==> src/rtl/mat_result_reader_pkg.sv <==
// rtl/mat_result_reader_pkg.sv - shared constants, phase codes and FSM encoding for mat_result_reader
package mat_result_reader_pkg;

    localparam int WORD_LEN  = 16;
    localparam int DIM       = 8;
    localparam int ADDR_BITS = 7;
    localparam int DEPTH     = DIM * DIM;
    localparam int CNT_BITS  = $clog2(DEPTH);
    localparam int ROW_BITS  = $clog2(DIM);

    localparam logic REAL_SET = 1'b0;
    localparam logic IMAG_SET = 1'b1;

    localparam logic [CNT_BITS-1:0] CNT_MAX = CNT_BITS'(DEPTH - 1);

    typedef enum logic [2:0] {
        IDLE     = 3'd0,
        CAP_REAL = 3'd1,
        CAP_IMAG = 3'd2,
        FETCH    = 3'd3,
        DRAIN    = 3'd4
    } rr_state_t;

    // Buffers are row-major, so the row is the upper index bits and the column the lower.
    function automatic logic [ROW_BITS-1:0] cnt_row(input logic [CNT_BITS-1:0] cnt);
        return cnt[CNT_BITS-1 -: ROW_BITS];
    endfunction

    function automatic logic [ROW_BITS-1:0] cnt_col(input logic [CNT_BITS-1:0] cnt);
        return cnt[ROW_BITS-1:0];
    endfunction

endpackage

==> src/rtl/mat_result_reader_if.sv <==
// rtl/mat_result_reader_if.sv - complex result pair stream with valid/ready handshake
interface mat_result_reader_if;
    import mat_result_reader_pkg::*;

    logic                       out_valid;
    logic                       out_ready;
    logic signed [WORD_LEN-1:0] out_real;
    logic signed [WORD_LEN-1:0] out_imag;
    logic [ROW_BITS-1:0]        out_row;
    logic [ROW_BITS-1:0]        out_col;
    logic                       out_last;

    modport master (
        output out_valid, out_real, out_imag, out_row, out_col, out_last,
        input  out_ready
    );

    modport slave (
        input  out_valid, out_real, out_imag, out_row, out_col, out_last,
        output out_ready
    );

endinterface

==> src/rtl/mat_result_reader_coef_buf.sv <==
// rtl/mat_result_reader_coef_buf.sv - single-write, registered-read coefficient RAM
module mat_result_reader_coef_buf #(
    parameter int WIDTH = 16,
    parameter int AW    = 6
) (
    input  logic             clk,
    input  logic             rst,
    input  logic             wr_en,
    input  logic [AW-1:0]    wr_addr,
    input  logic [WIDTH-1:0] wr_data,
    input  logic             rd_en,
    input  logic [AW-1:0]    rd_addr,
    output logic [WIDTH-1:0] rd_data
);

    logic [WIDTH-1:0] mem [2**AW];

    // Storage is deliberately left out of reset so it maps onto plain RAM.
    always_ff @(posedge clk) begin
        if (wr_en) begin
            mem[wr_addr] <= wr_data;
        end
    end

    // Only the read register clears; it holds its value whenever rd_en is low.
    always_ff @(posedge clk) begin
        if (rst) begin
            rd_data <= '0;
        end else if (rd_en) begin
            rd_data <= mem[rd_addr];
        end
    end

endmodule

==> src/rtl/mat_result_reader.sv <==
// rtl/mat_result_reader.sv - captures real/imag coefficient phases and replays them as complex pairs
module mat_result_reader
    import mat_result_reader_pkg::*;
(
    input  logic                       src_clk,
    input  logic                       rst,
    input  logic                       start,
    input  logic                       state,
    input  logic                       coef_valid,
    input  logic signed [WORD_LEN-1:0] coefficient,
    mat_result_reader_if.master        res,
    output logic                       busy,
    output logic                       done,
    output logic                       err_phase,
    output logic                       err_ovf
);

    if ((2 ** ADDR_BITS) < DEPTH) begin : g_addr_bits_check
        $error("ADDR_BITS cannot address DIM*DIM coefficients");
    end

    rr_state_t           fsm_q, fsm_d;
    logic [CNT_BITS-1:0] wr_cnt;
    logic [CNT_BITS-1:0] rd_cnt;

    logic                wr_real, wr_imag;
    logic                bad_phase, overflow;
    logic                hs, adv, last_hs;
    logic                rd_en;
    logic [CNT_BITS-1:0] rd_addr;

    assign wr_real   = (fsm_q == CAP_REAL) && coef_valid && (state == REAL_SET);
    assign wr_imag   = (fsm_q == CAP_IMAG) && coef_valid && (state == IMAG_SET);
    assign bad_phase = coef_valid && (((fsm_q == CAP_REAL) && (state != REAL_SET)) ||
                                      ((fsm_q == CAP_IMAG) && (state != IMAG_SET)));
    assign overflow  = coef_valid && ((fsm_q == FETCH) || (fsm_q == DRAIN));

    assign hs      = (fsm_q == DRAIN) && res.out_ready;
    assign adv     = hs && (rd_cnt != CNT_MAX);
    assign last_hs = hs && (rd_cnt == CNT_MAX);

    // Read one address ahead on every accepted pair so a new pair is ready each clock.
    assign rd_en   = (fsm_q == FETCH) || adv;
    assign rd_addr = (fsm_q == FETCH) ? rd_cnt : rd_cnt + CNT_BITS'(1);

    always_ff @(posedge src_clk) begin
        if (rst) begin
            fsm_q <= IDLE;
        end else begin
            fsm_q <= fsm_d;
        end
    end

    always_comb begin
        fsm_d = fsm_q;
        unique case (fsm_q)
            IDLE:     if (start) fsm_d = CAP_REAL;
            CAP_REAL: if (wr_real && (wr_cnt == CNT_MAX)) fsm_d = CAP_IMAG;
            CAP_IMAG: if (wr_imag && (wr_cnt == CNT_MAX)) fsm_d = FETCH;
            FETCH:    fsm_d = DRAIN;
            DRAIN:    if (last_hs) fsm_d = IDLE;
            default:  fsm_d = IDLE;
        endcase
    end

    always_ff @(posedge src_clk) begin
        if (rst) begin
            wr_cnt    <= '0;
            rd_cnt    <= '0;
            done      <= 1'b0;
            err_phase <= 1'b0;
            err_ovf   <= 1'b0;
        end else begin
            done <= last_hs;
            if ((fsm_q == IDLE) && start) begin
                wr_cnt    <= '0;
                err_phase <= 1'b0;
                err_ovf   <= 1'b0;
            end
            // wr_cnt wraps naturally after the 64th write of each phase.
            if (wr_real || wr_imag) begin
                wr_cnt <= wr_cnt + CNT_BITS'(1);
            end
            if (bad_phase) begin
                err_phase <= 1'b1;
            end
            if (overflow) begin
                err_ovf <= 1'b1;
            end
            if (wr_imag && (wr_cnt == CNT_MAX)) begin
                rd_cnt <= '0;
            end else if (adv) begin
                rd_cnt <= rd_cnt + CNT_BITS'(1);
            end
        end
    end

    mat_result_reader_coef_buf #(
        .WIDTH (WORD_LEN),
        .AW    (CNT_BITS)
    ) u_real_buf (
        .clk     (src_clk),
        .rst     (rst),
        .wr_en   (wr_real),
        .wr_addr (wr_cnt),
        .wr_data (coefficient),
        .rd_en   (rd_en),
        .rd_addr (rd_addr),
        .rd_data (res.out_real)
    );

    mat_result_reader_coef_buf #(
        .WIDTH (WORD_LEN),
        .AW    (CNT_BITS)
    ) u_imag_buf (
        .clk     (src_clk),
        .rst     (rst),
        .wr_en   (wr_imag),
        .wr_addr (wr_cnt),
        .wr_data (coefficient),
        .rd_en   (rd_en),
        .rd_addr (rd_addr),
        .rd_data (res.out_imag)
    );

    assign busy          = (fsm_q != IDLE);
    assign res.out_valid = (fsm_q == DRAIN);
    assign res.out_last  = res.out_valid && (rd_cnt == CNT_MAX);
    assign res.out_row   = cnt_row(rd_cnt);
    assign res.out_col   = cnt_col(rd_cnt);

endmodule

==> src/flat_wrapper.sv <==
// flat-port wrapper written by rule: the top's interface ports become plain ports
module mat_result_reader_flat import mat_result_reader_pkg::*;
  (src_clk, rst, start, state, coef_valid, coefficient, busy, done, err_phase, err_ovf, res_out_valid, res_out_real, res_out_imag, res_out_row, res_out_col, res_out_last, res_out_ready);
  mat_result_reader_if res_i ();
  input  logic src_clk;
  input  logic rst;
  input  logic start;
  input  logic state;
  input  logic coef_valid;
  input  logic signed [WORD_LEN-1:0] coefficient;
  output logic busy;
  output logic done;
  output logic err_phase;
  output logic err_ovf;
  output wire logic [$bits(res_i.out_valid)-1:0] res_out_valid;
  output wire logic [$bits(res_i.out_real)-1:0] res_out_real;
  output wire logic [$bits(res_i.out_imag)-1:0] res_out_imag;
  output wire logic [$bits(res_i.out_row)-1:0] res_out_row;
  output wire logic [$bits(res_i.out_col)-1:0] res_out_col;
  output wire logic [$bits(res_i.out_last)-1:0] res_out_last;
  input wire logic [$bits(res_i.out_ready)-1:0] res_out_ready;
  assign res_out_valid = res_i.out_valid;
  assign res_out_real = res_i.out_real;
  assign res_out_imag = res_i.out_imag;
  assign res_out_row = res_i.out_row;
  assign res_out_col = res_i.out_col;
  assign res_out_last = res_i.out_last;
  assign res_i.out_ready = res_out_ready;
  mat_result_reader u_core (.src_clk(src_clk), .rst(rst), .start(start), .state(state), .coef_valid(coef_valid), .coefficient(coefficient), .res(res_i), .busy(busy), .done(done), .err_phase(err_phase), .err_ovf(err_ovf));
endmodule
==> config.mk <==
export PLATFORM = sky130hd
export DESIGN_NAME = mat_result_reader_flat
export DESIGN_NICKNAME = d
export VERILOG_FILES = /design/src/rtl/mat_result_reader_pkg.sv /design/src/rtl/mat_result_reader_if.sv /design/src/rtl/mat_result_reader_coef_buf.sv /design/src/rtl/mat_result_reader.sv /design/src/flat_wrapper.sv
export SDC_FILE = /design/constraint.sdc
export NUM_CORES = 2
export LEC_CHECK = 0
export CORE_UTILIZATION = 40
export CTS_CLUSTER_SIZE = 20
export DETAILED_ROUTE_END_ITERATION = 8
export PLACE_DENSITY = 0.58
export RECOVER_POWER = 25
export SYNTH_ARGS = -nofsm -noshare
export SYNTH_HDL_FRONTEND = slang
export SYNTH_SLANG_ARGS = --single-unit
==> constraint.sdc <==
create_clock -name src_clk -period 4.3 [get_ports src_clk]
set_clock_uncertainty 0.1 [all_clocks]
set_input_delay 0.645 -clock src_clk [delete_from_list [all_inputs] [get_ports src_clk]]
set_output_delay 0.645 -clock src_clk [all_outputs]
set_load 0.03 [all_outputs]
==> impl_metrics.ini <==
[worst_setup_path]
r2r_slack_ps = 50
critPathKind = flop to flop
worstPathMaxFanout = 92
rr_endpoint = u_core.u_imag_buf.rd_data[7]$_SDFFE_PP0P_
required_ps = 4990
reg2reg_depth = 10
endpoint_kind = flop
crit_buf_inv = 3
path_common_cell = buf_12
worstReg2RegStart = u_core.rd_cnt[1]$_SDFFE_PP0P_
slowest_delay_ps = 1150
start_kind = flop
crit_chain = ha_4 > inv_2 > nand2_4 > buf_12 > buf_12 > nor2_1 > nor4_1 > o32ai_1 > a2111oi_0 > and3_1
critical_path_arrival_ps = 4950
cp_top_family = compound AO/OA/AOI/OAI gates
cp_slowest_cell = a2111oi_0

[cts]
h-tree-depth = 4
cts.sinks = 2098
cts_setup_buffers = 0
root_buffer = clkbuf_16
numCtsBuffers = 214
path_clk_slew_ps = 70
hold_buffers = 0
tritoncts = yes
clock_path_buffers = 3
clock_latency_ps = 860

[grt]
grt_pass1_wl_mm = 454.1
grt-ovfl-total = 0
antenna_found_initial = 16
grt_max_degree = 168
grt_pass1_vias = 65130
grt_use_total = 0.2582

[sta]
setup_tns_ps = 0
drv_slew = 1137
hold_violations = 0
rsz0062_at_grt = no
slew-limit-headroom = -1.802
post-route-period-util = 0.9891
fmax_mhz = 235.1
final-setup-viol-count = 0
finalCriticalPeriod_ps = 4253
worstMarginPinSlew_ps = 4203
worst_hold_slack_ps = 251.4

[logic_synthesis]
netlist_instances = 7035
synth-xor-area-share = 0.0003716
synth.area.mux_share = 0.05723
yosys.area.top_type = edfxtp_1
async_flop_share = 0
yosys.area.top_type_share = 0.6524
yosys.cell_count.top_type = edfxtp_1
synth_compound_area_frac = 0.1860
yosysWarnings = 0
synth_nets = 7059
synth_fa_ha_area_frac = 0.0002655
synth_common_cells = edfxtp_1, o22ai_1, o221ai_1, mux2i_1, nor2_1
avgSynthCellArea_um2 = 13.40
synthTopCellsByArea = edfxtp_1, o221ai_1, o22ai_1
syn_area_um2 = 94270
synth-simple-area-share = 0.06010
yosysUniqueCellTypes = 80
ys_seq_area_frac = 0.6630
synth_top_family_by_area = compound AO/OA/AOI/OAI gates
synth_flop_cell = edfxtp_1
ys_ff_latch = 2098
synth_edf_count = 2048

[power_and_ir_drop]
power_density_nw_per_um2 = 387.4
switchingPower_uw = 8492
power_frac_clock = 0.448
pwr-share-comb = 0.012
pwr-share-seq = 0.540
switching_share = 0.2043
p_leak_uw = 0.03120
internal_power_uw = 33080
ir_drop_v = 0.0003354

[placed_design]
gp_congestion = 0.8700
hpwlAfterDp_mm = 186.9
io_buffers = 65

[routing]
totalWireLength_mm = 316.0
drc = 0
ant_nets = 0
num_vias = 69250
drtIter0Drc = 9189
wl_per_cell_um = 30.43
vias_per_cell = 6.668
drtPass1Iterations = 7

[cells_and_area]
nFillCells = 20280
drive_above_1_share = 0.1264
nets = 7089
syn_to_final_growth_pct = 13.84

[floorplanning]
dieArea_um2 = 237600
io_pins = 66
initial_core_util = 0.4039
die_w_um = 487.5
fp-row-count = 177
core-area_um2 = 233400
dieHeight_um = 487.5

[worst_hold_path]
min_path_type = primary input to flop
hold_end = u_core.fsm_q[2]$_SDFFE_PP0P_
holdPathStages = 2
hp-start = rst

[job]
maxCapViolCount = 18

[outcome]
violations = capacitance limit, slew limit
status = finished with violations
==> registers in the layout (all words and copies together), names as in the netlist <==
register,count
u_core.u_imag_buf.mem,1024
u_core.err_ovf,1
u_core.err_phase,1
u_core.wr_cnt,6
u_core.u_imag_buf.rd_data,16
u_core.done,1
u_core.fsm_q,3
u_core.u_real_buf.mem,1024
u_core.u_real_buf.rd_data,16
u_core.rd_cnt,6
==> how the worst max path moves through the flow <==
stage / from / end / cells past startpoint
final: u_core.rd_cnt[1]$_SDFFE_PP0P_ / u_core.u_imag_buf.rd_data[7]$_SDFFE_PP0P_ / 10
after global routing: u_core.rd_cnt[1]$_SDFFE_PP0P_ / u_core.u_imag_buf.rd_data[7]$_SDFFE_PP0P_ / 10
after CTS: u_core.rd_cnt[1]$_SDFFE_PP0P_ / res_out_col[1] / 3
after detailed placement: u_core.rd_cnt[1]$_SDFFE_PP0P_ / u_core.u_imag_buf.rd_data[14]$_SDFFE_PP0P_ / 10
after global placement: u_core.fsm_q[2]$_SDFFE_PP0P_ / u_core.u_imag_buf.rd_data[0]$_SDFFE_PP0P_ / 9
after floorplan: state / u_core.u_real_buf.mem[15][0]$_DFFE_PP_ / 4
==> layout by cell type, fill, tap and decap left out, types with 21 or more instances in the layout <==
| master | synthesis | layout |
|---|---|---|
| a211oi_1 | 251 | 251 |
| a21oi_1 | 223 | 223 |
| a311oi_1 | 86 | 86 |
| a31oi_1 | 32 | 32 |
| and3_1 | 23 | 23 |
| buf_12 | 0 | 84 |
| buf_4 | 30 | 351 |
| clkbuf_1 | 295 | 60 |
| clkbuf_16 | 0 | 223 |
| clkdlybuf4s50_1 | 0 | 48 |
| clkinv_1 | 0 | 57 |
| clkinv_2 | 0 | 36 |
| dfxtp_1 | 50 | 48 |
| edfxtp_1 | 2048 | 2048 |
| mux2_2 | 60 | 60 |
| mux2i_1 | 467 | 467 |
| nand2_1 | 260 | 256 |
| nand3_1 | 67 | 62 |
| nor2_1 | 434 | 373 |
| nor2_2 | 0 | 60 |
| nor2b_1 | 75 | 75 |
| nor3_1 | 219 | 214 |
| nor4_1 | 67 | 64 |
| nor4b_1 | 21 | 21 |
| o21ai_0 | 258 | 258 |
| o221ai_1 | 570 | 570 |
| o22ai_1 | 771 | 771 |
| o311ai_0 | 46 | 46 |
| o31ai_1 | 30 | 30 |
| o32ai_1 | 49 | 49 |
==> stage by stage <==
stage,power (uW),setup WS (ps),util,cell area (um2),instances
5_1_grt,42520,25.18,0.4597,107300,10380
2_1_floorplan,22900,860.2,-,94270,7035
6_report,41570,46.78,0.4598,107300,10390
3_5_place_dp,23360,171.5,0.4306,100500,9981
3_3_place_gp,23350,142.4,0.4306,100500,9981
4_1_cts,41720,129.7,0.4602,107400,10380
==> per-layer routing <==
layer  track usage  part of all wire  wire (um)  up-vias
met2        0.4027              0.46     144600     3927
li1              -                 -          -    29420
met4        0.1064             0.042      13420        6
met3       0.04452             0.098      30880      631
met1        0.3557              0.40     127100    35260
met5             0           0.00011         34        -
==> final cells by class <==
type	instances	area, um2	area share
Clock inverter	133	1169	0.01089
Tap cell	3132	3919	0.03652
Clock buffer	267	5746	0.05354
Antenna cell	4	10.01	0.00009327
Multi-Input combinational cell	4240	29050	0.2707
Sequential cell	2098	62510	0.5824
Timing Repair Buffer	506	4895	0.04561
Inverter	5	26.28	0.0002448
==> power groups by stage <==
stage	Sequential [uW]	Clock (uW)	Combinational, uW
6_report	22500	18600	493
5_1_grt	22400	19600	513
4_1_cts	22400	18800	500
3_5_place_dp	22900	0	501
3_3_place_gp	22900	0	483
2_1_floorplan	22900	0	28.4
==> kinds of logic (layout without fill, tap and decap cells) <==
| logic type | count (synthesis) | count (layout) |
|---|---|---|
| compound gates | 2483 | 2483 |
| xor+xnor | 4 | 4 |
| fa+ha+maj | 2 | 2 |
| buf+inv | 697 | 911 |
| flops | 2098 | 2098 |
| mux | 529 | 529 |
| other cells | 0 | 4 |
| simple gates | 1222 | 1222 |
==> what timing repair did <==
item,CTS,global route
endpoints found under the setup margin,0,2
hold endpoints to repair,0,0
resized for setup,0,2
No activity file was read; power rests on OpenSTA's default activity.
